**config.mk**
```make
export PLATFORM = sky130hd
export DESIGN_NAME = exp_norm_adjust
export DESIGN_NICKNAME = d
export VERILOG_FILES = /design/src/rtl/exp_norm_adjust.sv
export SDC_FILE = /design/constraint.sdc
export NUM_CORES = 1
export LEC_CHECK = 0
export ABC_AREA = 1
export CORE_MARGIN = 5
export CORE_UTILIZATION = 44
export DETAILED_ROUTE_END_ITERATION = 10
export HOLD_SLACK_MARGIN = 0.05
export PLACE_DENSITY_LB_ADDON = 0.3
export SYNTH_ARGS = -nofsm -noshare
export SYNTH_HDL_FRONTEND = slang
export SYNTH_SLANG_ARGS = --single-unit
export TNS_END_PERCENT = 50
```
**constraint.sdc**
```tcl
create_clock -name clk -period 6.06 [get_ports clk]
set_input_delay 0.909 -clock clk [delete_from_list [all_inputs] [get_ports clk]]
set_output_delay 0.909 -clock clk [all_outputs]
set_load 0.005 [all_outputs]
```
**src/rtl/exp_norm_adjust.sv**
```systemverilog
// exp_norm_adjust: post-addition normaliser for the FP add/sub exponent path.
// Re-normalises the raw mantissa sum one bit per cycle and corrects max_exp to match.
// Flags zero, overflow (exp saturates to all-ones) and underflow (subnormal result).
// Ports:
//   clk, rst            clock (rising edge), synchronous active-high reset
//   in_valid/in_ready   operand handshake (in_ready high only in IDLE)
//   max_exp, sum_in     larger exponent and raw mantissa sum (MSB = carry-out)
//   sign_in/sign_out    result sign, passed through
//   out_valid/out_ready result handshake
//   exp_out, man_out    adjusted exponent and normalised mantissa (hidden bit at MSB)
//   out_sticky          LSB dropped by the carry right-shift
//   zero, overflow, underflow  mutually exclusive result flags
module exp_norm_adjust #(
    parameter int ex_width  = 8,
    parameter int man_width = 24
) (
    input  logic                 clk,
    input  logic                 rst,
    input  logic                 in_valid,
    output logic                 in_ready,
    input  logic [ex_width-1:0]  max_exp,
    input  logic [man_width:0]   sum_in,
    input  logic                 sign_in,
    output logic                 out_valid,
    input  logic                 out_ready,
    output logic [ex_width-1:0]  exp_out,
    output logic [man_width-1:0] man_out,
    output logic                 sign_out,
    output logic                 out_sticky,
    output logic                 zero,
    output logic                 overflow,
    output logic                 underflow
);

    localparam logic [ex_width-1:0] EXP_ONE      = ex_width'(1);
    localparam logic [ex_width-1:0] EXP_ALL_ONES = '1;

    typedef enum logic [1:0] {S_IDLE, S_NORM, S_DONE} state_t;

    state_t                r_state;
    logic [man_width:0]    r_sum;
    logic [ex_width-1:0]   r_exp;

    logic                  w_carry;
    logic [ex_width-1:0]   w_lfa_b;
    logic                  w_lfa_cin;
    logic [ex_width-1:0]   w_exp_adj;
    logic                  w_lfa_cout_unused;

    // One adder serves both directions: +1 on carry, -1 (add all-ones) when shifting left.
    assign w_carry   = r_sum[man_width];
    assign w_lfa_b   = w_carry ? '0 : '1;
    assign w_lfa_cin = w_carry;

    LFA #(.width(ex_width)) u_exp_lfa (
        .i_a    (r_exp),
        .i_b    (w_lfa_b),
        .i_cin  (w_lfa_cin),
        .o_sum  (w_exp_adj),
        .o_cout (w_lfa_cout_unused)
    );

    // Control FSM and registered result outputs.
    always_ff @(posedge clk) begin
        if (rst) begin
            r_state    <= S_IDLE;
            r_sum      <= '0;
            r_exp      <= '0;
            in_ready   <= 1'b0;
            out_valid  <= 1'b0;
            exp_out    <= '0;
            man_out    <= '0;
            sign_out   <= 1'b0;
            out_sticky <= 1'b0;
            zero       <= 1'b0;
            overflow   <= 1'b0;
            underflow  <= 1'b0;
        end else begin
            case (r_state)
                S_IDLE: begin
                    in_ready <= 1'b1;
                    if (in_valid && in_ready) begin
                        r_sum      <= sum_in;
                        // Subnormal operands behave as if their exponent were 1.
                        r_exp      <= (max_exp == '0) ? EXP_ONE : max_exp;
                        sign_out   <= sign_in;
                        out_sticky <= 1'b0;
                        zero       <= 1'b0;
                        overflow   <= 1'b0;
                        underflow  <= 1'b0;
                        in_ready   <= 1'b0;
                        r_state    <= S_NORM;
                    end
                end
                S_NORM: begin
                    if (r_sum == '0) begin
                        exp_out   <= '0;
                        man_out   <= '0;
                        zero      <= 1'b1;
                        out_valid <= 1'b1;
                        r_state   <= S_DONE;
                    end else if (w_carry) begin
                        exp_out    <= w_exp_adj;
                        man_out    <= r_sum[man_width:1];
                        out_sticky <= r_sum[0];
                        if (w_exp_adj == EXP_ALL_ONES) begin
                            overflow <= 1'b1;
                            man_out  <= '0;
                        end
                        out_valid <= 1'b1;
                        r_state   <= S_DONE;
                    end else if (r_sum[man_width-1]) begin
                        exp_out   <= r_exp;
                        man_out   <= r_sum[man_width-1:0];
                        out_valid <= 1'b1;
                        r_state   <= S_DONE;
                    end else if (r_exp == EXP_ONE) begin
                        // Exponent floor reached: leave the mantissa denormalised.
                        exp_out   <= '0;
                        man_out   <= r_sum[man_width-1:0];
                        underflow <= 1'b1;
                        out_valid <= 1'b1;
                        r_state   <= S_DONE;
                    end else begin
                        r_sum <= {r_sum[man_width-1:0], 1'b0};
                        r_exp <= w_exp_adj;
                    end
                end
                S_DONE: begin
                    if (out_ready) begin
                        out_valid <= 1'b0;
                        in_ready  <= 1'b1;
                        r_state   <= S_IDLE;
                    end
                end
                default: begin
                    r_state <= S_IDLE;
                end
            endcase
        end
    end

endmodule

// LFA: width-bit adder with carry-in and carry-out, used for exponent +/-1.
module LFA #(
    parameter int width = 8
) (
    input  logic [width-1:0] i_a,
    input  logic [width-1:0] i_b,
    input  logic             i_cin,
    output logic [width-1:0] o_sum,
    output logic             o_cout
);

    logic [width:0] w_full;

    assign w_full = {1'b0, i_a} + {1'b0, i_b} + {{width{1'b0}}, i_cin};
    assign o_sum  = w_full[width-1:0];
    assign o_cout = w_full[width];

endmodule

```
==> results.md <==
Setup path:
- Measured in cells, the most critical reg-to-reg path has a length of 16.
- Across all register-to-register paths, the minimum setup slack is 2.94 ns.
- Of all nets on the critical path, the largest fanout is 25.
- By startpoint and endpoint, the worst setup path is classified as register to register.
- Data on the critical path is required at its endpoint by 6.27 ns.
- The data arrival time of the worst path is 3.33 ns.
- The reg-to-reg critical path startpoint is r_sum[24].
- The endpoint identified for the worst register-to-register timing path is man_out[12].
- The endpoint class of the critical path is a register.
- In this run the worst setup path begins at r_sum[24].
- The startpoint kind of the worst setup timing path is a register.

STA:
- The setup TNS after final layout is 0 ns.
- Setup violations remaining at the end of the flow were counted as 0.
- The final worst setup slack is 2.94 ns.
- The transition time at the pin with the least slew margin is 1.18 ns.
- The shortest clock period the worst path allows after layout is 3.12 ns.
- Between clock sinks in the finished design, the worst skew comes to 0.0144 ns.
- The fmax is 0.320 GHz.
- Setup repair after global routing left no endpoint under its margin.
- The number of max-slew violations in the final report is 0.
- The worst max-slew margin expressed relative to the limit is 21.5%.
- The hold violation count in the final report is 0.
- The share of the cycle needed by the critical path after routing is 51.5%.

CTS:
- The CTS tree is done.
- In this run, post-CTS repair resized a total of 0 instances.
- The clock tree root driver cell is clkbuf_8.
- The count of hold-fix buffers inserted at cts is 0.
- The clock transition at the registers of the reported paths is 0.08 ns.
- For this design, the sink count on the clock tree is 74.
- The number of clock buffers inserted by TritonCTS is 9.
- In this run the number of H-tree levels came out at 3.
- For the worst-skew pair, the clock arrives at the later sink with an insertion delay of 0.35 ns.
- In this run the deepest clock path goes through 2 buffers.
- The number of buffers inserted by post-CTS setup repair is 0.

Global route:
- The initial antenna violation count came to 0.
- The global-route usage over all layers is 20.2%.
- The first-pass GRT wire length is 19.0 mm.
- The maximum number of pins on one net before global-route repair is 62.
- The number of global-route vias before repair is 4141.
- The total grt overflow is 0.

Layout:
- At the end of the flow, the number of nets in the layout was 771.
- The library cell used most frequently in the layout, excluding fill and tap cells, is nand2_1.
- The area growth from synthesis to layout is 24.5%.
- The count of inserted antenna diode cells is 0.
- Cells with a size suffix above 1 make up 4.26% of the layout.
- In the layout the commonest cells are nand2_1, nor2_1, clkdlybuf4s50_1, dfxtp_1, a21oi_1.

Floorplanning:
- The overall die width is 107 µm.
- The floorplan core area is 9200 µm².
- The initial utilization of the core area, before any placement, comes to 45.0%.
- The full die area is 11400 µm².
- In this run the core area contains 35 standard-cell rows.
- The overall die height is 107 µm.
- Pin placement for this block handled 77 I/O pins.

Place:
- Buffers placed on the I/O ports in this run total 76.
- The worst setup slack after placement is 2.98 ns.
- The final weighted congestion in routability-driven placement is 0.856.
- The HPWL after detailed placement is 7.79 mm.

Yosys:
- The gate count of the mapped netlist is 666.
- The netlist area before placement is 4140 µm².
- The fraction of the yosys area taken by sequential cells is 35.8%.
- In this run the mean area of a mapped cell was 6.21 µm².
- Synthesis produced a netlist with a net count of 713.
- For this run, the number of Yosys warnings is 0.
- The flip-flop and latch count after synthesis is 74.
- The number of distinct library cell variants in the gate-level netlist after synthesis is 31.

Route:
- Once detail routing completed, the nets flagged for antenna violations numbered 0.
- The DRC violations left is 0.
- Wires add up to 11.4 mm.
- The detailed-router iteration count before antenna repair is 5.
- After the first detailed-routing iteration, the DRC count stood at 237.
- The average vias per placed instance is 5.16.
- Dividing the detail-routed wire length by the instance count gives 13.6 µm.
- The routed via count is 4330.

Power:
- The power density of the placed cells is 299 nW/µm².
- The analysis attributes to cell leakage a power of 2.29 nW.
- The largest voltage drop on the vdd net is 0.139 mV.

Outcome:
- The run finished with clean final reports.

Min path:
- In this run the worst hold path is classified as register to register.
- For hold timing, the worst endpoint is underflow.
- Along the worst hold path, the cell count comes to 2.
- In this run the most critical hold path is launched from underflow.

Flow run:
- The number of max-cap violations is 0.
==> state kept, by name, summed over array words and instances, names as in the netlist <==
signal and flops:
r_sum 25, man_out 24, exp_out 8, r_exp 8, r_state 2, in_ready 1
out_sticky 1, out_valid 1, overflow 1, sign_out 1, underflow 1, zero 1
==> cells by family after synthesis <==
| group | after synthesis | share of synthesized area [%] |
|---|---|---|
| buf+inv | 91 | 9.07 |
| fa+ha+maj | 9 | 2.90 |
| flops | 74 | 35.8 |
| xor+xnor | 1 | 0.212 |
| simple gates | 400 | 40.3 |
| compound gates | 91 | 11.7 |
==> how the worst max path moves through the flow <==
stage / endpoint / slack, ns / cells after the start
floorplan: man_out[10] / 3.30 / 16
detailed placement: man_out[8] / 2.98 / 16
global route: man_out[12] / 2.59 / 16
global placement: man_out[8] / 3.03 / 16
CTS: man_out[12] / 2.95 / 16
finish: man_out[12] / 2.94 / 16
==> critical path, cell delays in order (launching register included) <==
cell and delay, ns:
dfxtp_1 0.35, buf_4 0.25, inv_2 0.27, ha_1 0.28, inv_1 0.05, nand2_1 0.09, fa_1 0.43, nand2_1 0.10
nand3_1 0.09, nand3_1 0.11, nand2_1 0.06, nand2_1 0.05, nand2_1 0.11, nor2_1 0.14, nand3_2 0.31, nand3_1 0.19
a21oi_1 0.08
==> metrics by stage <==
step	hold slack (ns)	util, %	instances	power (mW)	cell area (µm²)
final	0.465	56.0	839	1.54	5150
after global routing	0.490	56.0	839	1.65	5150
after global placement	0.442	53.4	824	1.07	4910
after detailed placement	0.456	53.4	824	1.08	4910
after CTS	0.468	56.0	839	1.54	5150
after floorplan	0.446	-	666	0.943	4140
==> metal layers <==
layer / vias up / global-route usage [%] / wire length [µm]
li1: 2229 / - / -
met2: 155 / 33.0 / 5220
met4: 0 / 7.58 / 137
met3: 12 / 3.55 / 767
met1: 1934 / 26.7 / 5250
met5: - / 0 / 0
==> cell usage after synthesis <==
cell type | number | area [µm²]
nand3b_1 | 4 | 30.0
nor3_2 | 1 | 10.0
clkbuf_1 | 11 | 41.3
nor2_4 | 3 | 33.8
xnor2_1 | 1 | 8.76
nand3_2 | 1 | 10.0
nand4_1 | 8 | 50.1
dfxtp_1 | 74 | 1480
fa_1 | 1 | 20.0
ha_1 | 8 | 100
inv_1 | 56 | 210
a21oi_1 | 69 | 345
inv_2 | 1 | 3.75
nand3b_4 | 1 | 20.0
a31oi_4 | 1 | 21.3
buf_2 | 14 | 70.1
buf_1 | 4 | 15.0
o211ai_1 | 1 | 7.51
nand3_1 | 48 | 240
clkbuf_2 | 1 | 5.00
nor2_2 | 1 | 6.26
nor2_1 | 94 | 353
nand2_2 | 2 | 12.5
nor4_1 | 1 | 6.26
o22ai_1 | 5 | 31.3
buf_4 | 4 | 30.0
o21ai_0 | 14 | 70.1
nor3_1 | 7 | 35.0
a211oi_1 | 1 | 7.51
and3_1 | 1 | 6.26
nand2_1 | 228 | 856
==> where the power goes <==
group	internal, mW	switching, mW	total [mW]
sequential	0.532	0.0351	0.567
clock	0.274	0.193	0.467
combinational	0.179	0.328	0.507
==> layout make-up <==
| type | count | area, µm² |
|---|---|---|
| Timing Repair Buffer | 81 | 798 |
| Clock buffer | 9 | 124 |
| Fill cell | 936 | 4040 |
| Sequential cell | 74 | 1480 |
| Tap cell | 111 | 139 |
| Inverter | 57 | 214 |
| Clock inverter | 6 | 115 |
| Multi-Input combinational cell | 501 | 2280 |
(Power assumes the default switching activity.)
